==> src/rtl/mac_tx_pkg.sv <==
// Shared types and constants for the byte-wide Ethernet transmit framer.
package mac_tx_pkg;

   typedef enum logic [2:0] {
      StIdle,
      StPreamble,
      StSfd,
      StData,
      StPad,
      StFcs,
      StDrain,
      StIfg
   } tx_state_e;

   localparam logic [7:0]  PREAMBLE    = 8'h55;
   localparam logic [7:0]  SFD         = 8'hD5;
   localparam int unsigned MIN_FRAME   = 60;
   localparam logic [31:0] CRC_POLY    = 32'hEDB88320;
   localparam logic [31:0] CRC_INIT    = 32'hFFFFFFFF;
   localparam logic [31:0] CRC_RESIDUE = 32'hC704DD7B;

endpackage

==> src/rtl/mac_tx_framer_if.sv <==
// Client MAC TX handshake plus GMII transmit and frame status signals.
interface mac_tx_framer_if;

   logic [7:0] mac_tx_data;
   logic       mac_tx_dvld;
   logic       mac_tx_ack;
   logic [7:0] gmii_txd;
   logic       gmii_tx_en;
   logic       gmii_tx_er;
   logic       tx_frame_done;
   logic       tx_frame_err;

   modport master (
      output mac_tx_data, mac_tx_dvld,
      input  mac_tx_ack, gmii_txd, gmii_tx_en, gmii_tx_er, tx_frame_done, tx_frame_err
   );

   modport slave (
      input  mac_tx_data, mac_tx_dvld,
      output mac_tx_ack, gmii_txd, gmii_tx_en, gmii_tx_er, tx_frame_done, tx_frame_err
   );

endinterface

==> src/rtl/crc32_d8.sv <==
// Combinational CRC-32 step over one byte, reflected polynomial, LSB first.
module crc32_d8
   import mac_tx_pkg::*;
(
   input  logic [31:0] crc_i,
   input  logic [7:0]  data_i,
   output logic [31:0] crc_o
);

   always_comb begin : p_crc
      logic [31:0] c;
      c = crc_i;
      for (int i = 0; i < 8; i++) begin
         if (c[0] ^ data_i[i]) begin
            c = (c >> 1) ^ CRC_POLY;
         end else begin
            c = c >> 1;
         end
      end
      crc_o = c;
   end

endmodule

==> src/rtl/mac_tx_framer.sv <==
// GMII transmit framer: preamble/SFD, payload, zero pad, CRC-32 FCS and inter-frame gap.
module mac_tx_framer
   import mac_tx_pkg::*;
#(
   parameter int unsigned IFG_BYTES = 12,
   parameter int unsigned MAX_STD   = 1514,
   parameter int unsigned MAX_JUMBO = 9014
) (
   input  logic           tx_clk,
   input  logic           reset,
   input  logic           conf_tx_en,
   input  logic           conf_tx_jumbo_en,
   input  logic           conf_tx_no_gen_crc,
   mac_tx_framer_if.slave bus
);

   localparam logic [7:0]  IfgLast  = 8'(IFG_BYTES - 1);
   localparam logic [13:0] MinFrame = 14'(MIN_FRAME);

   tx_state_e   state_q, state_d;
   logic [13:0] byte_cnt_q, byte_cnt_d, byte_inc, max_len;
   logic [7:0]  cnt_q, cnt_d;
   logic [31:0] crc_q, crc_d, crc_upd;
   logic [7:0]  crc_byte;
   logic        jumbo_q, jumbo_d, no_crc_q, no_crc_d;
   logic [7:0]  txd_q, txd_d;
   logic        en_q, en_d, er_q, er_d, ack_q, ack_d, done_q, done_d, err_q, err_d;
   logic        start_ok, go_idle, abort, end_payload;

   assign start_ok = bus.mac_tx_dvld & conf_tx_en;
   assign max_len  = jumbo_q ? 14'(MAX_JUMBO) : 14'(MAX_STD);
   assign byte_inc = (byte_cnt_q == '1) ? byte_cnt_q : byte_cnt_q + 14'd1;
   // Pad bytes are zero; the data path otherwise folds in the byte being captured.
   assign crc_byte = ((state_q == StPad) || ((state_q == StData) && !bus.mac_tx_dvld)) ?
                     8'h00 : bus.mac_tx_data;

   crc32_d8 u_crc (
      .crc_i  (crc_q),
      .data_i (crc_byte),
      .crc_o  (crc_upd)
   );

   always_comb begin
      state_d     = state_q;
      byte_cnt_d  = byte_cnt_q;
      cnt_d       = cnt_q;
      crc_d       = crc_q;
      jumbo_d     = jumbo_q;
      no_crc_d    = no_crc_q;
      txd_d       = 8'h00;
      en_d        = 1'b0;
      er_d        = 1'b0;
      ack_d       = 1'b0;
      done_d      = 1'b0;
      err_d       = 1'b0;
      go_idle     = 1'b0;
      abort       = 1'b0;
      end_payload = 1'b0;

      unique case (state_q)
         StIdle: go_idle = 1'b1;
         StPreamble: begin
            if (!bus.mac_tx_dvld) begin
               abort = 1'b1;
            end else if (cnt_q == 8'd6) begin
               state_d = StSfd;
               txd_d   = SFD;
               en_d    = 1'b1;
               ack_d   = 1'b1;
            end else begin
               cnt_d = cnt_q + 8'd1;
               txd_d = PREAMBLE;
               en_d  = 1'b1;
            end
         end
         StSfd: begin
            if (!bus.mac_tx_dvld) begin
               abort = 1'b1;
            end else begin
               state_d    = StData;
               txd_d      = bus.mac_tx_data;
               en_d       = 1'b1;
               byte_cnt_d = 14'd1;
               crc_d      = crc_upd;
            end
         end
         StData: begin
            if (bus.mac_tx_dvld && (byte_cnt_q >= max_len)) begin
               state_d = StDrain;
               txd_d   = bus.mac_tx_data;
               en_d    = 1'b1;
               er_d    = 1'b1;
               err_d   = 1'b1;
            end else if (bus.mac_tx_dvld) begin
               txd_d      = bus.mac_tx_data;
               en_d       = 1'b1;
               byte_cnt_d = byte_inc;
               crc_d      = crc_upd;
            end else if (no_crc_q) begin
               state_d = StIfg;
               cnt_d   = '0;
               done_d  = 1'b1;
            end else begin
               end_payload = 1'b1;
            end
         end
         StPad: end_payload = 1'b1;
         StFcs: begin
            if (cnt_q == 8'd3) begin
               state_d = StIfg;
               cnt_d   = '0;
            end else begin
               cnt_d  = cnt_q + 8'd1;
               txd_d  = ~crc_q[7:0];
               crc_d  = crc_q >> 8;
               en_d   = 1'b1;
               done_d = (cnt_q == 8'd2);
            end
         end
         StDrain: begin
            if (!bus.mac_tx_dvld) begin
               state_d = StIfg;
               cnt_d   = '0;
            end
         end
         StIfg: begin
            if (cnt_q == IfgLast) begin
               go_idle = 1'b1;
            end else begin
               cnt_d = cnt_q + 8'd1;
            end
         end
         default: state_d = StIdle;
      endcase

      if (abort) begin
         state_d = StIfg;
         cnt_d   = '0;
         err_d   = 1'b1;
      end

      if (end_payload) begin
         en_d = 1'b1;
         if (byte_cnt_q < MinFrame) begin
            state_d    = StPad;
            byte_cnt_d = byte_inc;
            crc_d      = crc_upd;
         end else begin
            // FCS goes out low byte first; shift the register down as each byte leaves.
            state_d = StFcs;
            cnt_d   = '0;
            txd_d   = ~crc_q[7:0];
            crc_d   = crc_q >> 8;
         end
      end

      // Final IFG edge doubles as the idle check so back-to-back gaps are exactly IFG_BYTES.
      if (go_idle) begin
         state_d = StIdle;
         if (start_ok) begin
            state_d    = StPreamble;
            cnt_d      = '0;
            byte_cnt_d = '0;
            crc_d      = CRC_INIT;
            jumbo_d    = conf_tx_jumbo_en;
            no_crc_d   = conf_tx_no_gen_crc;
            txd_d      = PREAMBLE;
            en_d       = 1'b1;
         end
      end
   end

   always_ff @(posedge tx_clk or posedge reset) begin
      if (reset) begin
         state_q    <= StIdle;
         byte_cnt_q <= '0;
         cnt_q      <= '0;
         crc_q      <= CRC_INIT;
         jumbo_q    <= 1'b0;
         no_crc_q   <= 1'b0;
         txd_q      <= 8'h00;
         en_q       <= 1'b0;
         er_q       <= 1'b0;
         ack_q      <= 1'b0;
         done_q     <= 1'b0;
         err_q      <= 1'b0;
      end else begin
         state_q    <= state_d;
         byte_cnt_q <= byte_cnt_d;
         cnt_q      <= cnt_d;
         crc_q      <= crc_d;
         jumbo_q    <= jumbo_d;
         no_crc_q   <= no_crc_d;
         txd_q      <= txd_d;
         en_q       <= en_d;
         er_q       <= er_d;
         ack_q      <= ack_d;
         done_q     <= done_d;
         err_q      <= err_d;
      end
   end

   assign bus.gmii_txd      = txd_q;
   assign bus.gmii_tx_en    = en_q;
   assign bus.gmii_tx_er    = er_q;
   assign bus.mac_tx_ack    = ack_q;
   assign bus.tx_frame_done = done_q;
   assign bus.tx_frame_err  = err_q;

endmodule
==> src/flat_wrapper.sv <==
// flat-port wrapper written by rule: the top's interface ports become plain ports
module mac_tx_framer_flat import mac_tx_pkg::*;
#(
   parameter int unsigned IFG_BYTES = 12,
   parameter int unsigned MAX_STD   = 1514,
   parameter int unsigned MAX_JUMBO = 9014
)
  (tx_clk, reset, conf_tx_en, conf_tx_jumbo_en, conf_tx_no_gen_crc, bus_mac_tx_data, bus_mac_tx_dvld, bus_mac_tx_ack, bus_gmii_txd, bus_gmii_tx_en, bus_gmii_tx_er, bus_tx_frame_done, bus_tx_frame_err);
  mac_tx_framer_if bus_i ();
  input  logic tx_clk;
  input  logic reset;
  input  logic conf_tx_en;
  input  logic conf_tx_jumbo_en;
  input  logic conf_tx_no_gen_crc;
  input wire logic [$bits(bus_i.mac_tx_data)-1:0] bus_mac_tx_data;
  input wire logic [$bits(bus_i.mac_tx_dvld)-1:0] bus_mac_tx_dvld;
  output wire logic [$bits(bus_i.mac_tx_ack)-1:0] bus_mac_tx_ack;
  output wire logic [$bits(bus_i.gmii_txd)-1:0] bus_gmii_txd;
  output wire logic [$bits(bus_i.gmii_tx_en)-1:0] bus_gmii_tx_en;
  output wire logic [$bits(bus_i.gmii_tx_er)-1:0] bus_gmii_tx_er;
  output wire logic [$bits(bus_i.tx_frame_done)-1:0] bus_tx_frame_done;
  output wire logic [$bits(bus_i.tx_frame_err)-1:0] bus_tx_frame_err;
  assign bus_i.mac_tx_data = bus_mac_tx_data;
  assign bus_i.mac_tx_dvld = bus_mac_tx_dvld;
  assign bus_mac_tx_ack = bus_i.mac_tx_ack;
  assign bus_gmii_txd = bus_i.gmii_txd;
  assign bus_gmii_tx_en = bus_i.gmii_tx_en;
  assign bus_gmii_tx_er = bus_i.gmii_tx_er;
  assign bus_tx_frame_done = bus_i.tx_frame_done;
  assign bus_tx_frame_err = bus_i.tx_frame_err;
  mac_tx_framer #(.IFG_BYTES(IFG_BYTES), .MAX_STD(MAX_STD), .MAX_JUMBO(MAX_JUMBO)) u_core (.tx_clk(tx_clk), .reset(reset), .conf_tx_en(conf_tx_en), .conf_tx_jumbo_en(conf_tx_jumbo_en), .conf_tx_no_gen_crc(conf_tx_no_gen_crc), .bus(bus_i));
endmodule
==> config.mk <==
export PLATFORM = sky130hd
export DESIGN_NAME = mac_tx_framer_flat
export DESIGN_NICKNAME = d
export VERILOG_FILES = /design/src/rtl/mac_tx_pkg.sv /design/src/rtl/mac_tx_framer_if.sv /design/src/rtl/crc32_d8.sv /design/src/rtl/mac_tx_framer.sv /design/src/flat_wrapper.sv
export SDC_FILE = /design/constraint.sdc
export NUM_CORES = 1
export LEC_CHECK = 0
export BUFFER_PORTS_ARGS = -buffer_cell sky130_fd_sc_hd__buf_4
export CORE_ASPECT_RATIO = 1.4
export CORE_MARGIN = 2
export CORE_UTILIZATION = 35
export DETAILED_ROUTE_END_ITERATION = 6
export SETUP_SLACK_MARGIN = 0.1
export SYNTH_ARGS = -nofsm -noshare
export SYNTH_HDL_FRONTEND = slang
export SYNTH_SLANG_ARGS = --single-unit
==> constraint.sdc <==
create_clock -name tx_clk -period 3.05 [get_ports tx_clk]
set_input_delay 0.305 -clock tx_clk [delete_from_list [all_inputs] [get_ports tx_clk]]
set_output_delay 0.305 -clock tx_clk [all_outputs]
set_load 0.03 [all_outputs]
After elaboration in Yosys (flattened, before gate mapping) --
Index checks and enable logic that the tools add are counted.
Storage, ports and cells: register bits after elaboration 72, latch bits 0, bits in writable memories 0, memory bits (read-only) 0, bits of input ports 14, output and inout port bits 13, word-level logic and storage cells 153, memories kept 0
Operators by class: $add $sub $neg 2, multiply operators 0, divide/modulo/power cells 0, $lt $le $gt $ge 2, equality and inequality tests 19, shift operators 0, multiplexer cells 91, bitwise gates (word level) 18, reduce and logical (&&, ||, !) cells 9
Operators with widths (count):
- two-way mux 32 bit | 15
- two-way mux 8 bit | 23
- two-way mux 14 bit | 9
- inverter 13 -> 14 bit | 8
- case mux 32 bit (3 select lines) | 1
- case mux 8 bit (5 select lines) | 1
- two-way mux 3 bit | 11
- case mux 8 bit (4 select lines) | 1
- case mux 14 bit (2 select lines) | 1
- two-way mux 1 bit | 24
- == test 8 x 2 -> 1 bit, second input constant | 2
- != test 5 x 2 -> 1 bit, second input constant | 3
- case mux 3 bit (5 select lines) | 1
- adder 14 x 1 -> 14 bit, second input constant | 1
- == test 14 bit, second input constant | 1
- greater-or-equal comparator 14 bit | 1
- less-than comparator 14 x 6 -> 1 bit, second input constant | 1
- == test 3 bit, second input constant | 4
- != test 5 x 1 -> 1 bit, second input constant | 2
- adder 8 x 1 -> 8 bit, second input constant | 1
- == test 8 x 3 -> 1 bit, second input constant | 1
- == test 8 x 4 -> 1 bit, second input constant | 1
- inverter 8 bit | 1
- AND reduction 8 bit | 1
- 15 further kinds | 26

Depth between registers and ports, before layout --
Gate-level depths: netlist of run 1.
word-level depth 26, depth in mapped cells 11, depth with buffers taken out 10

Cells and area by module --
A second synthesis of run 1 with hierarchy kept.
Unflattened totals: cells, all modules 643, area, all modules 5806.8 µm²
Modules (own cells, without submodules):
- mac_tx_framer | times used 1, cells an instance 573, area an instance 5037.3 µm²
- crc32_d8 | times used 1, cells an instance 70, area an instance 769.5 µm²

Worst setup path before layout of run 1 --
Ideal clock, no wire load.
path kind register to register, start register u_core.state_q[2], end register u_core.crc_q[17], arrival 2563 ps, required time 2965 ps, path slack 402 ps, stages on the path, launching flop included 11, path buffers 2, clock period less this slack 2648 ps, path through dfrtp_1 buf_4 or3b_1 buf_6 nand3_1 xor2_2 xnor2_1 xor2_1 xnor2_1 o311a_1 o221ai_1
On the way: word-level cells in the longest chain between the ends 23, elaborated cells on any way between the ends 35, those cells by class eq/ne (5); mux (18); bitwise (9); reduce/logical (3)
RTL lines:
- start, declared | line mac_tx_framer.sv:20 | tx_state_e state_q, state_d;
- start signal, assigned | line mac_tx_framer.sv:175 | state_q <= StIdle;
- start signal, assigned | line mac_tx_framer.sv:188 | state_q <= state_d;
- == test 3 x 2 -> 1 bit | line mac_tx_framer.sv:34, mac_tx_framer.sv:60
- logical AND 1 bit | line mac_tx_framer.sv:34 | assign crc_byte = ((state_q == StPad) || ((state_q == StData) && !bus.mac_tx_dvld)) ?
- logical OR 1 bit | line mac_tx_framer.sv:34
- two-way mux 8 bit | line mac_tx_framer.sv:34
- XOR 1 bit | line crc32_d8.sv:14 | if (c[0] ^ data_i[i]) begin
- two-way mux 32 bit | line crc32_d8.sv:14
- inverter 13 -> 14 bit (no source line)
- two-way mux 32 bit (2 in series) | line crc32_d8.sv:14
- [5 not listed]
- two-way mux 32 bit (3 in series) | line crc32_d8.sv:14
- two-way mux 32 bit | line mac_tx_framer.sv:77, mac_tx_framer.sv:94
- two-way mux 32 bit | line mac_tx_framer.sv:88 | if (bus.mac_tx_dvld && (byte_cnt_q >= max_len)) begin
- case mux 32 bit (3 select lines) | line mac_tx_framer.sv:60 | unique case (state_q)
- two-way mux 32 bit | line mac_tx_framer.sv:142 | if (end_payload) begin
- two-way mux 32 bit | line mac_tx_framer.sv:160 | if (start_ok) begin
- two-way mux 32 bit * | line mac_tx_framer.sv:158 | if (go_idle) begin
- named net u_core.crc_d[17] | line mac_tx_framer.sv:23 | logic [31:0] crc_q, crc_d, crc_upd;
- end signal, assigned | line mac_tx_framer.sv:191 | crc_q <= crc_d;
- end, declared | line mac_tx_framer.sv:23
The timed path passes the listed nets; every way through them passes the cells marked *. A chain may end at the register's enable or synchronous reset.

Worst setup path in the final report of run 1 --
start register u_core.state_q[1], end register u_core.crc_q[23]
On the way: word-level cells in the longest chain between the ends 24, elaborated cells on any way between the ends 37, those cells by class eq/ne (5); mux (18); bitwise (11); reduce/logical (3)
RTL lines (line):
- == test 3 x 2 -> 1 bit | mac_tx_framer.sv:34, mac_tx_framer.sv:60
- logical AND 1 bit | mac_tx_framer.sv:34
- logical OR 1 bit | mac_tx_framer.sv:34
- two-way mux 8 bit | mac_tx_framer.sv:34
- XOR 1 bit | crc32_d8.sv:14
- two-way mux 32 bit | crc32_d8.sv:14
- inverter 13 -> 14 bit (no source line)
- two-way mux 32 bit (2 in series) | crc32_d8.sv:14
- [8 not listed]
- two-way mux 32 bit | crc32_d8.sv:14
- two-way mux 32 bit | mac_tx_framer.sv:77, mac_tx_framer.sv:94
- two-way mux 32 bit | mac_tx_framer.sv:88
- case mux 32 bit (3 select lines) | mac_tx_framer.sv:60
- two-way mux 32 bit | mac_tx_framer.sv:142
- two-way mux 32 bit | mac_tx_framer.sv:160
- two-way mux 32 bit * | mac_tx_framer.sv:158
- named net u_core.crc_d[23] | mac_tx_framer.sv:23
Marked as above.

==> results by group, run 1 <==
Run status
  • Outcome: finished, final reports clean

CTS
  • CTS buffer count: 9
  • H-tree Lvls: 3
  • Worst skew pair latency: 0.35 ns
  • Worst-path clk slew: 0.07 ns
  • Hold_buf cts: 0
  • Root Driver: clkbuf_16
  • Clock Sinks: 72
  • Max clock buf depth: 2
  • CTS tree: done

Logic synthesis
  • Most frequent cell after synthesis: nand2_1
  • Proportion of synthesized area in mux cells: 0.969%
  • Top FF cell, synth: dfrtp_1
  • Post-Syn Nets: 636
  • Post-synth top cells: nand2_1 (66), a21oi_1 (53), nor2_1 (53)
  • Synth Area in Adders: 2.84%
  • Post-synth EDFFs: 0
  • Mean Syn Cell Area: 8.68 µm²
  • Ys async rst share: 100%
  • Synth Instances: 610
  • #FFs+latches synth: 72
  • Synth warnings: 0
  • Main combinational cell family by area after synthesis: compound AO/OA/AOI/OAI gates
  • Compound-Gate Fraction of Synth Area: 24.4%
  • Area contributors post-synth: dfrtp_1 (19%), dfstp_2 (16%), a21oi_1 (5.0%), nand2_1 (4.7%), xor2_1 (3.8%)
  • Simple-Gate Fraction of Synth Area: 20.2%
  • Post-Syn Area: 0.00529 mm²
  • Cell taking the most area after synthesis: dfrtp_1
  • XOR/XNOR share of the synthesized area: 13.2%
  • Yosys top cell area share: 18.9%
  • Netlist cell types: 65
  • Seq/Total Area, Yosys: 34.8%

STA
  • Max Fclk: 358 MHz
  • TNS Setup: 0 ns
  • Slew headroom: 46.1%
  • Hold Vio Cnt, Final: 0
  • RSZ-0062 raised after global routing: false
  • Worst Tran Pin Value: 0.806 ns
  • Post-route minimum period: 2.80 ns
  • Pins over their slew limit: 0
  • Crit share post-route: 91.7%
  • Setup violations, final: 0
  • Setup slack after layout: 0.254 ns
  • Clock Skews: 0.0126 ns

Layout
  • # diodes: 0
  • Fill cell count: 1462
  • Share of cells above drive strength 1: 23.8%
  • Finished Cell Area: 0.00633 mm²
  • Fin nets: 685
  • Non-Filler Instances: 856
  • Area growth, synth to finish: 19.6%

Placement
  • Routability cong.: 0.920
  • Pre-CTS setup slack: -0.0397 ns
  • Placed cell area: 0.00591 mm²
  • Placed Cells incl. Taps: 836
  • Port Buffers: 26
  • Detail Placement HPWL: 11900 µm

Floorplanning
  • Die footprint: 0.0161 mm²
  • IO Pins: 27
  • Std-Cell Rows: 53
  • DIE WIDTH: 108 µm
  • Core ar.: 0.0149 mm²
  • Initial Util: 35.5%
  • Die Span Y: 150 µm

Drt
  • Initial DRC count: 469
  • Post-route antenna net violation count: 0
  • Wire per inst: 19.3 µm
  • Total number of vias: 5054
  • TritonRoute pass-1 iters: 7
  • Detailed Route WL: 16500 µm
  • Drt via density: 5.90
  • Number of remaining DRC errors: 0

Worst setup path
  • Worst EP required: 3.32 ns
  • Startpoint types: flip-flop
  • Max FO, Critical Path: 7
  • Critical path class: flip-flop to flip-flop
  • Crit end category: flip-flop
  • Worst EP arrival: 3.07 ns

Global route
  • Initial antenna violation count: 0
  • Vias in the first global route: 4999
  • GR peak layer: met2
  • Met2 global-route usage: 37.2%
  • Global Route met3 Usage: 2.53%
  • Total GRT Usage: 21.2%
  • First-pass GRT wire length: 26500 µm
  • Grt total ovfl: 0
  • Pin count of the biggest net entering global routing: 30
  • GR Util met1: 24.8%

Power
  • Leak: 2.82 nW
  • P per Cell Area: 1040 mW/mm²
  • Max VDD drop: 0.412 mV
  • Overall power: 0.00659 W

Hold path
  • Hold WC Path Type: input port to async pin

Flow run
  • Max-cap violations: 0
==> metal layers <==
metal | up-vias | wire length (µm)
met4 | 0 | 657
met1 | 2471 | 6500
met3 | 56 | 671
met5 | - | 0
met2 | 192 | 8680
li1 | 2335 | -
==> through the flow <==
stage / hold slack [ns] / utilization, %
floorplan: 0.410 / -
global placement: 0.442 / 39.6
detailed placement: 0.452 / 39.6
CTS: 0.0818 / 41.7
global route: 0.107 / 42.4
finish: 0.0635 / 42.4
==> state kept, by name, summed over array words and instances, names as in the netlist <==
register / flops
u_core.crc_q: 32
u_core.byte_cnt_q: 14
u_core.bus.gmii_txd: 8
u_core.cnt_q: 8
u_core.state_q: 3
u_core.bus.gmii_tx_en: 1
u_core.bus.gmii_tx_er: 1
u_core.bus.mac_tx_ack: 1
u_core.bus.tx_frame_done: 1
u_core.bus.tx_frame_err: 1
u_core.jumbo_q: 1
u_core.no_crc_q: 1
==> worst max-delay path: stages (launching register included) <==
cell and delay [ns]:
dfrtp_1 0.38, or3b_1 0.50, buf_4 0.20, nand3_4 0.09, xor2_4 0.34, xnor2_2 0.17, xnor2_2 0.26, a21oi_1 0.10
or3_1 0.38, a211o_1 0.31
==> path summary, 6_finish.rpt <==
kind	cells past startpoint	end	slack (ns)	startpoint
worst min-delay path	2	u_core.byte_cnt_q[2]	0.06	reset
worst max register to register	9	u_core.crc_q[23]	0.25	u_core.state_q[1]
max in group asynchronous	3	u_core.crc_q[1]	2.12	reset
min in group tx_clk	3	u_core.jumbo_q	0.16	conf_tx_jumbo_en
worst max-delay path	9	u_core.crc_q[23]	0.25	u_core.state_q[1]
worst min register to register	2	u_core.crc_q[14]	0.55	u_core.crc_q[22]
==> kinds of logic (layout without fill, tap and decap cells) <==
kind of cell             Yosys count  count (layout)
AND/OR/NAND/NOR                  218             218
AO/OA/AOI/OAI                    196             196
flip-flops                        72              72
XOR/XNOR                          60              60
buffers and inverters             47             101
adder cells (fa/ha/maj)           12              12
multiplexers                       5               5
==> power by group <==
part / internal [W] / leakage [nW] / switching, W
sequential: 0.00136 / 0.859 / 0.000377
clock: 0.000634 / 0.141 / 0.000454
combinational: 0.00162 / 1.82 / 0.00214
total: 0.00362 / 2.82 / 0.00297
==> layout make-up <==
type / count / area (µm²) / area share [%]
sequential: 72 / 1840 / 29.1
timing repair buffer: 68 / 536 / 8.46
clock inverter: 7 / 72.6 / 1.15
inverter: 17 / 63.8 / 1.01
multi-input combinational: 491 / 3350 / 52.9
tap: 192 / 240 / 3.79
clock buffer: 9 / 225 / 3.56
==> cells in the final DEF (no fill, tap or decap), drive strengths merged, types with 5 or more instances in the layout <==
cell	n
o211a	5
nor3b	6
dfrtp	40
clkinv	6
a221oi	13
o211ai	16
a22oi	6
nor2	53
a21oi	53
o21ai	41
a211oi	6
nor3	14
a211o	5
nand2b	6
a31oi	9
clkbuf	9
o22ai	5
xnor2	28
xor2	31
or3	7
nand3	28
ha	12
buf	68
dfstp	32
and3	12
or4	5
nor2b	5
nand2	66
inv	15
o221ai	5
==> what timing repair did <==
action	CTS	global route
cloned	0	0
setup endpoints to repair	6	31
pin swaps	1	3
hold endpoints to repair	0	0
setup buffers	0	4
resized for setup	3	16
Power figures use the tool's default switching activity.
==> run 2, diff against run 1 <==
--- a/config.mk
+++ b/config.mk
@@ -5,6 +5,7 @@
 export SDC_FILE = /design/constraint.sdc
 export NUM_CORES = 1
 export LEC_CHECK = 0
+export ABC_AREA = 1
 export BUFFER_PORTS_ARGS = -buffer_cell sky130_fd_sc_hd__buf_4
 export CORE_ASPECT_RATIO = 1.4
 export CORE_MARGIN = 2
@@ -14,3 +15,4 @@
 export SYNTH_ARGS = -nofsm -noshare
 export SYNTH_HDL_FRONTEND = slang
 export SYNTH_SLANG_ARGS = --single-unit
+export TNS_END_PERCENT = 20
==> results by group, run 2 <==
Global route
  • Vias in the first global route: 6792
  • Grt total ovfl: 0
  • Pin count of the biggest net entering global routing: 48
  • First-pass GRT wire length: 36500 µm
  • Initial antenna violation count: 0
  • Total GRT Usage: 22.8%

STA
  • Max Fclk: 384 MHz
  • Post-route minimum period: 2.60 ns
  • Setup violations, final: 0
  • Crit share post-route: 85.4%
  • Worst Tran Pin Value: 0.843 ns
  • TNS Setup: 0 ns
  • Hold Vio Cnt, Final: 0
  • RSZ-0062 raised after global routing: false
  • Slew headroom: 43.6%
  • Clock Skews: 0.00944 ns
  • Pins over their slew limit: 0

Power
  • Leak: 3.72 nW
  • P per Cell Area: 1310 mW/mm²
  • Max VDD drop: 0.464 mV

CTS
  • Root Driver: clkbuf_16
  • CTS buffer count: 9
  • Worst skew pair latency: 0.35 ns
  • Worst-path clk slew: 0.06 ns
  • CTS tree: done
  • Clock Sinks: 72
  • Hold_buf cts: 0
  • Max clock buf depth: 2
  • H-tree Lvls: 3

Worst setup path
  • Crit path launch: u_core.jumbo_q
  • Worst EP required: 3.33 ns
  • RR Startpoint: u_core.jumbo_q
  • Worst EP arrival: 2.89 ns
  • R2R cell count: 15
  • Critical path class: flip-flop to flip-flop
  • Startpoint types: flip-flop
  • Crit end category: flip-flop
  • Max FO, Critical Path: 11

Placement
  • Detail Placement HPWL: 16100 µm
  • Placed cell area: 0.00731 mm²
  • Routability cong.: 0.916
  • Port Buffers: 26

Drt
  • Total number of vias: 7340
  • Post-route antenna net violation count: 0
  • Detailed Route WL: 23200 µm
  • Wire per inst: 17.5 µm
  • Number of remaining DRC errors: 0
  • Drt via density: 5.52
  • TritonRoute pass-1 iters: 5
  • Initial DRC count: 752

Logic synthesis
  • Post-Syn Nets: 1087
  • Cell taking the most area after synthesis: nand2_1
  • Synth Instances: 1061
  • Post-Syn Area: 0.00682 mm²
  • Area contributors post-synth: nand2_1 (18%), dfrtp_1 (15%), dfstp_2 (12%), nand3_1 (6.7%), inv_1 (6.3%)
  • Yosys top cell area share: 18.0%
  • Synth warnings: 0
  • Seq/Total Area, Yosys: 27.0%
  • Post-synth top cells: nand2_1 (328), inv_1 (115), nand3_1 (92)
  • #FFs+latches synth: 72
  • Netlist cell types: 48
  • Mean Syn Cell Area: 6.43 µm²
  • Most frequent cell after synthesis: nand2_1
  • Top FF cell, synth: dfrtp_1
  • Ys async rst share: 100%
  • Post-synth EDFFs: 0

Layout
  • Storage cell area: 0.00184 mm²
  • Most frequent cells in the layout: nand2_1 (327), inv_1 (114), nand3_1 (92), a21oi_1 (67), o21ai_0 (56)
  • Area of the multi-input gates: 0.00428 mm²
  • Finished Cell Area: 0.00762 mm²
  • Most common cell after layout, fill and taps aside: nand2_1
  • Fin nets: 1102
  • Share of cells above drive strength 1: 15.1%
  • Max reg flops: 32
  • Area growth, synth to finish: 11.7%
  • Leading registers by flop count: u_core.crc_q x32, u_core.byte_cnt_q x14
  • Fill cell count: 2065
  • Final core occ: 39.8%
  • Top reg by flops: u_core.crc_q
  • # diodes: 0

Floorplanning
  • Core ar.: 0.0191 mm²
  • IO Pins: 27
  • DIE WIDTH: 122 µm
  • Std-Cell Rows: 60
  • Die footprint: 0.0206 mm²
  • Die Span Y: 169 µm
  • Initial Util: 35.6%

Flow run
  • Max-cap violations: 0

Hold path
  • Hold WC Path Type: input port to async pin

Run status
  • Outcome: finished, final reports clean
-- run 2: cell count changes in the layout (fill, tap and decap cells not counted), sizes merged, moves of 17 or more --
cell,change
buf,-21
inv,+110
nand2,+301
nand3,+67
nand4,+17
o21ai,+21
xnor2,-22
-- run 2: timing repair --
item | in CTS | in global routing
endpoints found under the setup margin | 0 | 14
buffers inserted | 0 | 0
gates resized for setup | 0 | 1
-- run 2: worst max-delay path, stage by stage (launching register included) --
cell and delay, ns:
dfrtp_1 0.42, inv_1 0.15, ha_1 0.30, inv_1 0.05
nor2_1 0.18, nand2_1 0.08, nor3_1 0.13, o21ai_0 0.14
nand3_1 0.12, nand3_1 0.17, nand3_1 0.23, buf_4 0.25
nand2_1 0.08, nand3_1 0.09, nand2_1 0.05, nand3b_1 0.09
-- run 2: cell type report --
cell class,instances,share of cell area [%]
repair buffers,47,4.79
well taps,248,4.07
clock buffers,13,3.28
clock inverters,3,0.853
inverters,132,6.65
multi-input cells,814,56.2
flip-flops and latches,72,24.2
-- run 2: report_power, final --
group	leakage [nW]	switching [W]	internal (W)
clock network	0.154	0.000452	0.000740
registers	0.855	0.000543	0.00155
logic	2.71	0.00447	0.00225
total	3.72	0.00547	0.00454
-- run 2: final timing paths --
kind                                                 end  slack [ns]
worst max-delay path                    u_core.crc_q[15]        0.45
worst min-delay path            u_core.bus.tx_frame_done        0.05
worst max register to register          u_core.crc_q[15]        0.45
worst min register to register          u_core.crc_q[11]        0.54
max in group asynchronous               u_core.crc_q[19]        2.15
min in group tx_clk                      u_core.no_crc_q        0.17
-- run 2: cell families (layout without fill, tap and decap cells) --
family / Yosys count / in the layout / synth area share, %
simple gates: 568 / 568 / 38.7
compound gates: 197 / 197 / 17.1
buf+inv: 175 / 195 / 10.3
flops: 72 / 72 / 27.0
xor+xnor: 37 / 37 / 4.75
fa+ha+maj: 12 / 12 / 2.20
-- run 2: routing by layer --
layer / track usage (%) / wire, µm
met5: 0 / 0
met4: 11.0 / 1010
met3: 2.69 / 1160
met2: 39.9 / 11600
met1: 27.4 / 9420
-- run 2: through the flow --
| stage | total power [W] | instances | hold WS, ns | setup WS (ns) |
|---|---|---|---|---|
| finish | 0.0100 | 1329 | 0.0461 | 0.446 |
| global route | 0.0109 | 1329 | 0.0867 | 0.172 |
| CTS | 0.00995 | 1329 | 0.0639 | 0.356 |
| detailed placement | 0.00872 | 1313 | 0.432 | 0.374 |
| global placement | 0.00866 | 1313 | 0.429 | 0.487 |
| floorplan | 0.00695 | 1061 | 0.426 | 0.770 |
==> run 3, diff against run 2 <==
--- a/config.mk
+++ b/config.mk
@@ -6,11 +6,14 @@
 export NUM_CORES = 1
 export LEC_CHECK = 0
 export ABC_AREA = 1
-export BUFFER_PORTS_ARGS = -buffer_cell sky130_fd_sc_hd__buf_4
+export CELL_PAD_IN_SITES_DETAIL_PLACEMENT = 1
+export CELL_PAD_IN_SITES_GLOBAL_PLACEMENT = 1
 export CORE_ASPECT_RATIO = 1.4
-export CORE_MARGIN = 2
+export CORE_MARGIN = 1.5
 export CORE_UTILIZATION = 35
 export DETAILED_ROUTE_END_ITERATION = 6
+export DONT_BUFFER_PORTS = 1
+export PLACE_DENSITY_LB_ADDON = 0.1
 export SETUP_SLACK_MARGIN = 0.1
 export SYNTH_ARGS = -nofsm -noshare
 export SYNTH_HDL_FRONTEND = slang
==> results by group, run 3 (same netlist as run 2, synthesis figures left out) <==
Drt
  • TritonRoute pass-1 iters: 5
  • Wire per inst: 20.4 µm
  • Detailed Route WL: 26800 µm
  • Post-route antenna net violation count: 0
  • Drt via density: 5.53
  • Number of remaining DRC errors: 0
  • Initial DRC count: 427
  • Total number of vias: 7262

Layout
  • Finished Cell Area: 0.00749 mm²
  • # diodes: 0
  • Most frequent cells in the layout: nand2_1 (327), inv_1 (114), nand3_1 (89), a21oi_1 (67), o21ai_0 (56)
  • Max reg flops: 32
  • Fin nets: 1086
  • Leading registers by flop count: u_core.crc_q x32, u_core.byte_cnt_q x14
  • Most common cell after layout, fill and taps aside: nand2_1
  • Non-Filler Instances: 1313
  • Top reg by flops: u_core.crc_q
  • Area growth, synth to finish: 9.75%
  • Share of cells above drive strength 1: 14.3%

Placement
  • Placed cell area: 0.00718 mm²
  • Detail Placement HPWL: 19600 µm
  • Routability cong.: 0.874
  • Pre-CTS setup slack: 0.308 ns
  • Placed Cells incl. Taps: 1297
  • Port Buffers: 0

Worst setup path
  • Max FO, Critical Path: 6
  • Crit end category: flip-flop
  • Reg2reg setup slack: 0.40 ns
  • R2R cell count: 15
  • Worst EP required: 3.29 ns
  • Critical path class: flip-flop to flip-flop
  • Startpoint types: flip-flop
  • Worst EP arrival: 2.89 ns

Global route
  • First-pass GRT wire length: 42200 µm
  • Total GRT Usage: 27.1%
  • Initial antenna violation count: 0
  • Pin count of the biggest net entering global routing: 51
  • Grt total ovfl: 0
  • Vias in the first global route: 7507

Power
  • P per Cell Area: 1350 mW/mm²
  • Leak: 3.64 nW
  • Max VDD drop: 0.453 mV

STA
  • Hold Vio Cnt, Final: 0
  • Slew headroom: 30.6%
  • Crit share post-route: 86.9%
  • RSZ-0062 raised after global routing: false
  • Max Fclk: 377 MHz
  • Clock Skews: 0.0124 ns
  • Pins over their slew limit: 0
  • Setup slack after layout: 0.400 ns
  • Worst Tran Pin Value: 1.04 ns
  • TNS Setup: 0 ns
  • Post-route minimum period: 2.65 ns
  • Setup violations, final: 0

CTS
  • CTS buffer count: 9
  • Worst-path clk slew: 0.07 ns
  • Post-CTS Setup Repair Bufs: 0
  • CTS tree: done
  • Root Driver: clkbuf_16
  • H-tree Lvls: 3
  • Hold_buf cts: 0
  • Clock Sinks: 72
  • Max clock buf depth: 2
  • Worst skew pair latency: 0.36 ns

Floorplanning
  • Initial Util: 35.6%
  • Die Span Y: 168 µm
  • DIE WIDTH: 121 µm
  • IO Pins: 27
  • Std-Cell Rows: 60
  • Core ar.: 0.0191 mm²
  • Die footprint: 0.0204 mm²

Hold path
  • Hold WC Path Type: input port to async pin

Run status
  • Outcome: finished, final reports clean

Flow run
  • Max-cap violations: 0
==> run 3: cell type report <==
type | count | area, µm²
clock buffer | 11 | 243
clock inverter | 5 | 56.3
fill | 2550 | 11700
inverter | 132 | 507
multi-input combinational | 814 | 4300
sequential | 72 | 1840
tap | 248 | 310
timing repair buffer | 31 | 233
==> run 3: report_power, final <==
group          internal (W)  switching (W)  total, W
registers           0.00155       0.000673   0.00223
clock network      0.000656       0.000472   0.00113
logic               0.00221        0.00457   0.00679
total               0.00442        0.00572    0.0101
==> run 3: routing by layer <==
| layer | wire length (µm) | vias up | global-route usage, % | share of wire (%) |
|---|---|---|---|---|
| met2 | 14300 | 132 | 51.8 | 53 |
| met5 | 0 | - | 0 | 0 |
| met3 | 807 | 39 | 2.74 | 3.0 |
| met4 | 610 | 0 | 9.72 | 2.3 |
| met1 | 11100 | 3596 | 30.7 | 41 |
| li1 | - | 3495 | - | - |
==> run 3: path summary, 6_finish.rpt <==
kind,endpoint,start
hold / removal,u_core.bus.gmii_txd[6],reset
setup reg to reg,u_core.state_q[2],u_core.jumbo_q
max in group asynchronous,u_core.crc_q[2],reset
setup / recovery,u_core.state_q[2],u_core.jumbo_q
min in group tx_clk,u_core.bus.tx_frame_done,bus_mac_tx_dvld
hold reg to reg,u_core.cnt_q[7],u_core.cnt_q[7]
==> run 3: metrics by stage <==
| step | hold WS [ns] | utilization (%) | total power, W |
|---|---|---|---|
| 6_report | 0.0483 | 39.1 | 0.0101 |
| 5_1_grt | 0.0886 | 39.1 | 0.0111 |
| 4_1_cts | 0.0778 | 39.1 | 0.0101 |
| 3_5_place_dp | 0.453 | 37.5 | 0.00897 |
| 3_3_place_gp | 0.444 | 37.5 | 0.00892 |
| 2_1_floorplan | 0.426 | - | 0.00695 |
==> run 3: critical path, stage by stage, from the launching register on <==
cell,delay (ns)
dfrtp_1,0.44
inv_1,0.16
ha_1,0.30
inv_1,0.05
nor2_1,0.18
nand2_1,0.08
nor3_1,0.13
o21ai_0,0.16
nand4_1,0.16
clkinv_1,0.19
nand2_1,0.24
o211ai_1,0.13
nand2_1,0.12
nand2_1,0.08
nand2_1,0.07
nand2_1,0.05
==> run 3: timing repair <==
action                                  CTS  global route
gates resized for setup                   0             3
hold endpoints to repair                  0             0
endpoints found under the setup margin    0            15
